File: src/rtl/light_countdown.sv
// Countdown display that follows the traffic-light sequencer's lamps and shows the
// whole seconds left in the current phase on a two-digit multiplexed 7-segment display.
module light_countdown #(
  parameter int CLK_HZ      = 125_000_000,
  parameter int RED_S       = 5,
  parameter int GRN_S       = 5,
  parameter int YEL_S       = 3,
  parameter int REFRESH_DIV = 125_000
) (
  input  logic       clk,
  input  logic       rst,
  input  logic       ledR,
  input  logic       ledG,
  output logic [1:0] phase,
  output logic [3:0] sec_tens,
  output logic [3:0] sec_ones,
  output logic       sec_tick,
  output logic [6:0] seg,
  output logic [1:0] an
);

  typedef enum logic [1:0] {
    PH_OFF = 2'b00,
    PH_RED = 2'b01,
    PH_GRN = 2'b10,
    PH_YEL = 2'b11
  } phase_t;

  localparam int PW = (CLK_HZ > 1) ? $clog2(CLK_HZ) : 1;
  localparam int RW = (REFRESH_DIV > 1) ? $clog2(REFRESH_DIV) : 1;
  localparam logic [PW-1:0] PRESC_MAX = PW'(CLK_HZ - 1);
  localparam logic [RW-1:0] REF_MAX   = RW'(REFRESH_DIV - 1);

  localparam logic [7:0] RED_BCD = {4'(RED_S / 10), 4'(RED_S % 10)};
  localparam logic [7:0] GRN_BCD = {4'(GRN_S / 10), 4'(GRN_S % 10)};
  localparam logic [7:0] YEL_BCD = {4'(YEL_S / 10), 4'(YEL_S % 10)};

  phase_t        cur;
  phase_t        ph_q;
  logic [PW-1:0] presc;
  logic [RW-1:0] refresh;
  logic          sel;  // 0: ones digit, 1: tens digit

  assign cur   = phase_t'({ledG, ledR});
  assign phase = ph_q;

  function automatic logic [7:0] load_bcd(input phase_t p);
    case (p)
      PH_RED:  return RED_BCD;
      PH_GRN:  return GRN_BCD;
      PH_YEL:  return YEL_BCD;
      default: return 8'h00;
    endcase
  endfunction

  // Active-low segments {g,f,e,d,c,b,a}; non-decimal codes are blanked.
  function automatic logic [6:0] seg_of(input logic [3:0] d);
    case (d)
      4'd0:    return 7'h40;
      4'd1:    return 7'h79;
      4'd2:    return 7'h24;
      4'd3:    return 7'h30;
      4'd4:    return 7'h19;
      4'd5:    return 7'h12;
      4'd6:    return 7'h02;
      4'd7:    return 7'h78;
      4'd8:    return 7'h00;
      4'd9:    return 7'h10;
      default: return 7'h7F;
    endcase
  endfunction

  // Phase tracking, prescaler and BCD countdown. A phase change outranks a
  // simultaneous prescaler wrap, so a fresh load never loses its first second.
  // NOTE: sequential state uses non-blocking assignments so every register
  // samples pre-edge values regardless of statement order.
  always_ff @(posedge clk) begin
    if (!rst) begin
      ph_q     <= PH_OFF;
      sec_tens <= 4'd0;
      sec_ones <= 4'd0;
      sec_tick <= 1'b0;
      presc    <= '0;
    end else begin
      sec_tick <= 1'b0;
      if (cur != ph_q) begin
        ph_q                 <= cur;
        {sec_tens, sec_ones} <= load_bcd(cur);
        presc                <= '0;
      end else if (ph_q == PH_OFF) begin
        presc <= '0;
      end else if (presc == PRESC_MAX) begin
        presc <= '0;
        if ({sec_tens, sec_ones} != 8'h00) begin
          sec_tick <= 1'b1;
          if (sec_ones == 4'd0) begin
            sec_tens <= sec_tens - 4'd1;
            sec_ones <= 4'd9;
          end else begin
            sec_ones <= sec_ones - 4'd1;
          end
        end
      end else begin
        presc <= presc + 1'b1;
      end
    end
  end

  // Digit multiplexing; outputs are built from registered state only.
  always_ff @(posedge clk) begin
    if (!rst) begin
      refresh <= '0;
      sel     <= 1'b0;
      seg     <= 7'h7F;
      an      <= 2'b11;
    end else begin
      if (refresh == REF_MAX) begin
        refresh <= '0;
        sel     <= ~sel;
      end else begin
        refresh <= refresh + 1'b1;
      end

      if (ph_q == PH_OFF) begin
        an  <= 2'b11;
        seg <= 7'h7F;
      end else if (!sel) begin
        an  <= 2'b10;
        seg <= seg_of(sec_ones);
      end else if (sec_tens == 4'd0) begin
        an  <= 2'b11;
        seg <= 7'h7F;
      end else begin
        an  <= 2'b01;
        seg <= seg_of(sec_tens);
      end
    end
  end

endmodule

File: config.mk
export PLATFORM = sky130hd
export DESIGN_NAME = light_countdown
export DESIGN_NICKNAME = d
export VERILOG_FILES = /design/src/rtl/light_countdown.sv
export SDC_FILE = /design/constraint.sdc
export NUM_CORES = 1
export LEC_CHECK = 0
export ABC_CLOCK_PERIOD_IN_PS = 4200
export CORE_UTILIZATION = 55
export CTS_CLUSTER_SIZE = 10
export DETAILED_ROUTE_END_ITERATION = 8
export GPL_ROUTABILITY_DRIVEN = 0
export GPL_TIMING_DRIVEN = 0
export PLACE_DENSITY = 0.75
export SYNTH_ARGS = -nofsm -noshare
export SYNTH_HDL_FRONTEND = slang
export SYNTH_SLANG_ARGS = --single-unit
File: constraint.sdc
create_clock -name clk -period 4.2 [get_ports clk]
set_clock_uncertainty 0.15 [all_clocks]
set_input_delay 0.84 -clock clk [delete_from_list [all_inputs] [get_ports clk]]
set_output_delay 0.84 -clock clk [all_outputs]
set_load 0.005 [all_outputs]
=== Word-level counts from Yosys, hierarchy flattened ===
Memory sizes are Yosys's and may differ from the RTL's. A register that Yosys moved wholly into a read port is not among the register bits.
Index checks and enable logic that the tools add are counted.

* Word-level logic and storage cells: 61
* Bits in writable memories: 0
* Output and inout port bits: 20
* Bits in read-only memories: 224
* Latch bits: 0
* Bits of input ports: 4
* Register bits after elaboration: 65
* Memories kept: 2

* Reduce and logical (&&, ||, !) cells: 15
* $lt $le $gt $ge: 0
* Muxes and demuxes: 20
* Multiply operators: 0
* Shifts and indexed selects: 0
* Equality and inequality tests: 7
* Bitwise operators: 3
* $add $sub $neg: 4
* Div/mod/pow operators: 0

{| class="wikitable"
|+ Memories
! memory !! words !! width !! rd ports !! clocked after Yosys merged registers in !! write ports !! RTL line !! source
|-
| (name not given) || 16 || 7 || 1 || 1 || 0 || 58 || <nowiki>case (d)</nowiki>
|-
| (name not given) || 16 || 7 || 1 || 1 || 0 || 58 ||
|}

{| class="wikitable"
|+ Operator list
! operator !! number
|-
| $mux W4 || 14
|-
| $add A27 B1 Y27 const B || 1
|-
| $eq A27 B27 Y1 const B || 1
|-
| $add A17 B1 Y17 const B || 1
|-
| $eq A17 B17 Y1 const B || 1
|-
| $mux W7 || 2
|-
| $logic_not A4 Y1 || 2
|-
| $reduce_bool A8 Y1 || 1
|-
| $reduce_or A4 Y1 || 2
|-
| $sub A4 B1 Y4 const B || 2
|-
| $pmux W3 S2 || 1
|-
| $reduce_bool A2 Y1 || 3
|-
| $reduce_or A2 Y1 || 3
|-
| $eq A2 B2 Y1 const B || 2
|-
| $reduce_and A4 Y1 || 1
|-
| $not A1 Y1 || 3
|-
| $reduce_and A3 Y1 || 1
|-
| $reduce_or A3 Y1 || 1
|-
| $eq A2 B1 Y1 const B || 1
|-
| $logic_not A2 Y1 || 1
|-
| $mux W1 || 2
|-
| $mux W2 || 1
|-
| $ne A2 B2 Y1 || 1
|-
| $ne A2 B2 Y1 const B || 1
|}

=== Longest topological paths before layout ===
* Depth in word-level cells: 8
* Gate-level depth with buffers: 11
* Mapped depth without buffers: 11

=== Worst setup path before layout ===
OpenSTA, ideal clock, no wires.

* Path type: reg2reg
* From: reg presc[13]
* To: reg with a tool-made name
* Library setup time: 138 ps
* Clock period less this slack: 2,927 ps
* Stages on the path, launching flop included: 10
* Setup slack: 1,273 ps
* Data required time: 3,912 ps
* Data arrival time: 2,639 ps
* Cells stage by stage: dfxtp_1 > or4b_4 > nor4_4 > o2111a_1 > nor3_1 > o21ai_0 > inv_1 > ha_1 > mux2i_1 > a21oi_1

{| class="wikitable"
|+ RTL lines
! what !! RTL line !! source
|-
| start: declaration || 40 || <nowiki>logic [PW-1:0] presc;</nowiki>
|-
| start signal: assignment || 104 || <nowiki>presc <= presc + 1'b1;</nowiki>
|}

==> results.sh <==
export IMPL_stdcell_count=529
export IMPL_outcome="complete, but fails checks"
export IMPL_grt_pass1_wl_mm=12.19
export IMPL_worstMarginPinSlew_ns=0.6080
export IMPL_final_area_um2=4275
export IMPL_cellLeakagePower_nw=1.626
export IMPL_track_usage_pct=21.57
export IMPL_synthToLayoutAreaGrowth_pct=14.17
export IMPL_cts_setup_buffers=0
export IMPL_ant_nets=0
export IMPL_ys_ff_latch=79
export IMPL_cp_common_cell="inv_1"
export IMPL_dp_hpwl_mm=5.153
export IMPL_setup_viol=0
export IMPL_final_min_clock_period_ns=3.387
export IMPL_p_sw_share_pct=24.93
export IMPL_seqPwrFrac_pct=53.0
export IMPL_internal_power_mw=1.107
export IMPL_grt_max_degree=16
export IMPL_path_cells="or4b_4 -> nor4_4 -> nand3_1 -> o41ai_2 -> o21ai_0 -> inv_1 -> ha_1 -> inv_1 -> mux2_1 -> a21oi_1"
export IMPL_dpl_cell_area_um2=4071
export IMPL_regArea_um2=1582
export IMPL_yosys_warnings=0
export IMPL_peakVddDrop_mv=0.1902
export IMPL_r2r_slack_ns=0.81
export IMPL_rsz0062_at_grt="false"
export IMPL_holdPathEnd="seg[0]"
export IMPL_vias=2841
export IMPL_design_die_area_um2=7143
export IMPL_end_kind="flip-flop"
export IMPL_power_density_nw_per_um2=344.8
export IMPL_antenna_found_initial=0
export IMPL_critPathLaunchType="flip-flop"
export IMPL_htreeDepth=3
export IMPL_layout_drive_gt1_share_pct=9.292
export IMPL_grt_pass1_vias=2674
export IMPL_root_buffer="clkbuf_8"
export IMPL_slowest_stage="or4b_4"
export IMPL_cts_tree="built"
export IMPL_die_w_um=84.52
export IMPL_slowest_delay_ns=0.56
export IMPL_wl_per_cell_um=12.99
export IMPL_syn_inst=413
export IMPL_cts_resized=0
export IMPL_critical_path_class="flip-flop to flip-flop"
export IMPL_ios=24
export IMPL_drtPass1Iterations=6
export IMPL_routed_via_density=5.371
export IMPL_start_util_pct=57.98
export IMPL_combinationalPowerShare_pct=8.0
export IMPL_overflow=0
export IMPL_max_freq_mhz=295.3
export IMPL_slew_viol_final=0
export IMPL_dp_cells=513
export IMPL_clock_sinks=79
export IMPL_core_area_um2=6459
export IMPL_p_sw_uw=367.6
export IMPL_postRouteWirelength_mm=6.870
export IMPL_port_buffers=23
export IMPL_power_frac_clock_pct=39.1
export IMPL_synth_top_area_cell="dfxtp_1"
export IMPL_synth_avg_cell_area_um2=9.067
export IMPL_relSlewSlack_pct=59.17
export IMPL_fp_dieH_um=84.52
export IMPL_hold_violations=0
export IMPL_crit_fanout=10
export IMPL_fillerInstances=539
export IMPL_dr_first_iter_drc_count=167
export IMPL_yosys_area_top_type_share_pct=42.23
export IMPL_rr_worst_depth=10
export IMPL_final_setup_tns_ns=0
export IMPL_finalCritPeriodShare_pct=80.64
export IMPL_hold_path_class="flip-flop to flip-flop"
export IMPL_drc=3
export IMPL_synthArstFlopShare_pct=0
export IMPL_hold_path_depth=1
export IMPL_cap_violations=0
export IMPL_synth_top_flop_cell="dfxtp_1"
export IMPL_finalNetCount=468
export IMPL_synth_edf_count=0
export IMPL_r2r_start="presc[13]"
export IMPL_violations="DRC"
export IMPL_synth_fp_nets=434
export IMPL_clkTransAtPathRegs_ns=0.09
export IMPL_yosysUniqueCellTypes=61
export IMPL_diodes=0
export IMPL_multi_input_area_um2=2022
export IMPL_cp_required_ns=4.35
export IMPL_synth_area_leaders="dfxtp_1, nor2_1, ha_1"
export IMPL_ys_seq_area_share_pct=42.23
export IMPL_numCtsBuffers=9
export IMPL_syn_area_um2=3745
export IMPL_ctsHoldBuffers=0
export IMPL_max_clock_path_buffers=2
export IMPL_num_rows=29
export IMPL_clk_latency_ns=0.36
export IMPL_worstPathArrival_ns=3.53
-- Yosys cell counts, drive strengths merged (7+ instances only) --
master,n
a21oi,7
and3,13
dfxtp,79
ha,17
inv,24
mux2i,9
nand2,24
nand3,25
nand4,8
nor2,75
nor3,12
o21ai,10
o22a,8
xnor2,23
xor2,21
-- layout by cell type (no fill, tap or decap), types with 3 or more instances in the layout --
master,netlist,final
a21oi_1,6,6
a2bb2oi_1,4,4
and3_1,9,9
and3_2,4,4
clkbuf_1,5,5
clkbuf_8,0,9
clkdlybuf4s50_1,0,23
dfxtp_1,79,79
ha_1,17,17
inv_1,23,23
inv_6,0,3
mux2i_1,9,9
nand2_1,24,24
nand2b_1,5,5
nand3_1,24,24
nand4_1,8,8
nor2_1,74,74
nor3_1,12,12
o21ai_0,8,8
o22a_1,7,7
xnor2_1,23,23
xor2_1,21,21
-- power groups by stage --
stage               logic [mW]  registers (mW)  clock network [mW]
floorplan               0.0767           0.796                   0
detailed placement       0.118           0.799                   0
finish                   0.118           0.781               0.576
global placement         0.116           0.798                   0
global route             0.134           0.783               0.625
CTS                      0.119           0.781               0.593
-- worst max-delay path: cells and delay by family, from the launching register on --
kind | cells | cell delay, ns
buf+inv | 2 | 0.22
mux | 1 | 0.31
simple gates | 3 | 1.29
flops | 1 | 0.34
fa+ha+maj | 1 | 0.16
compound gates | 3 | 0.86
-- routing by layer --
metal	routed length, µm	track usage [%]
met4	156	8.937
met1	3295	27.09
met3	303	6.588
met5	0	0
met2	3115	34.59
-- final cells by class --
| class | instances | share of cell area, % |
|---|---|---|
| multi-input combinational | 300 | 47.29 |
| sequential | 79 | 36.99 |
| timing repair buffer | 23 | 5.385 |
| clock buffer | 9 | 2.897 |
| tap | 77 | 2.253 |
| inverter | 25 | 2.195 |
| clock inverter | 7 | 1.873 |
| buffer | 9 | 1.112 |
-- through the flow --
stage / power, mW / hold WS [ns] / utilization, % / worst slack (ns)
after floorplan: 0.8731 / 0.2632 / - / 1.273
after global placement: 0.9134 / 0.2740 / 63.04 / 0.6172
after detailed placement: 0.9168 / 0.2806 / 63.04 / 0.5652
after CTS: 1.492 / 0.3025 / 66.20 / 0.8014
after global routing: 1.542 / 0.3135 / 66.20 / 0.4338
final: 1.474 / 0.2972 / 66.20 / 0.8132
-- how the worst max path moves through the flow --
stage	startpoint	endpoint	slack (ns)	cells past startpoint
6_report	presc[13]	flip-flop	0.81	10
5_1_grt	presc[13]	flip-flop	0.43	10
4_1_cts	presc[13]	flip-flop	0.80	10
3_5_place_dp	ledR	flip-flop	0.57	11
3_3_place_gp	ledG	flip-flop	0.62	11
2_1_floorplan	presc[13]	flip-flop	1.27	9
-- kinds of logic after synthesis --
family / Yosys count / synth area share, %
buffers and inverters: 34 / 3.775
adder cells (fa/ha/maj): 17 / 5.680
XOR/XNOR: 44 / 10.29
AO/OA/AOI/OAI: 47 / 9.957
flip-flops: 79 / 42.23
multiplexers: 11 / 3.007
AND/OR/NAND/NOR: 181 / 25.06
Note: power is estimated with default switching activity, not from simulation.
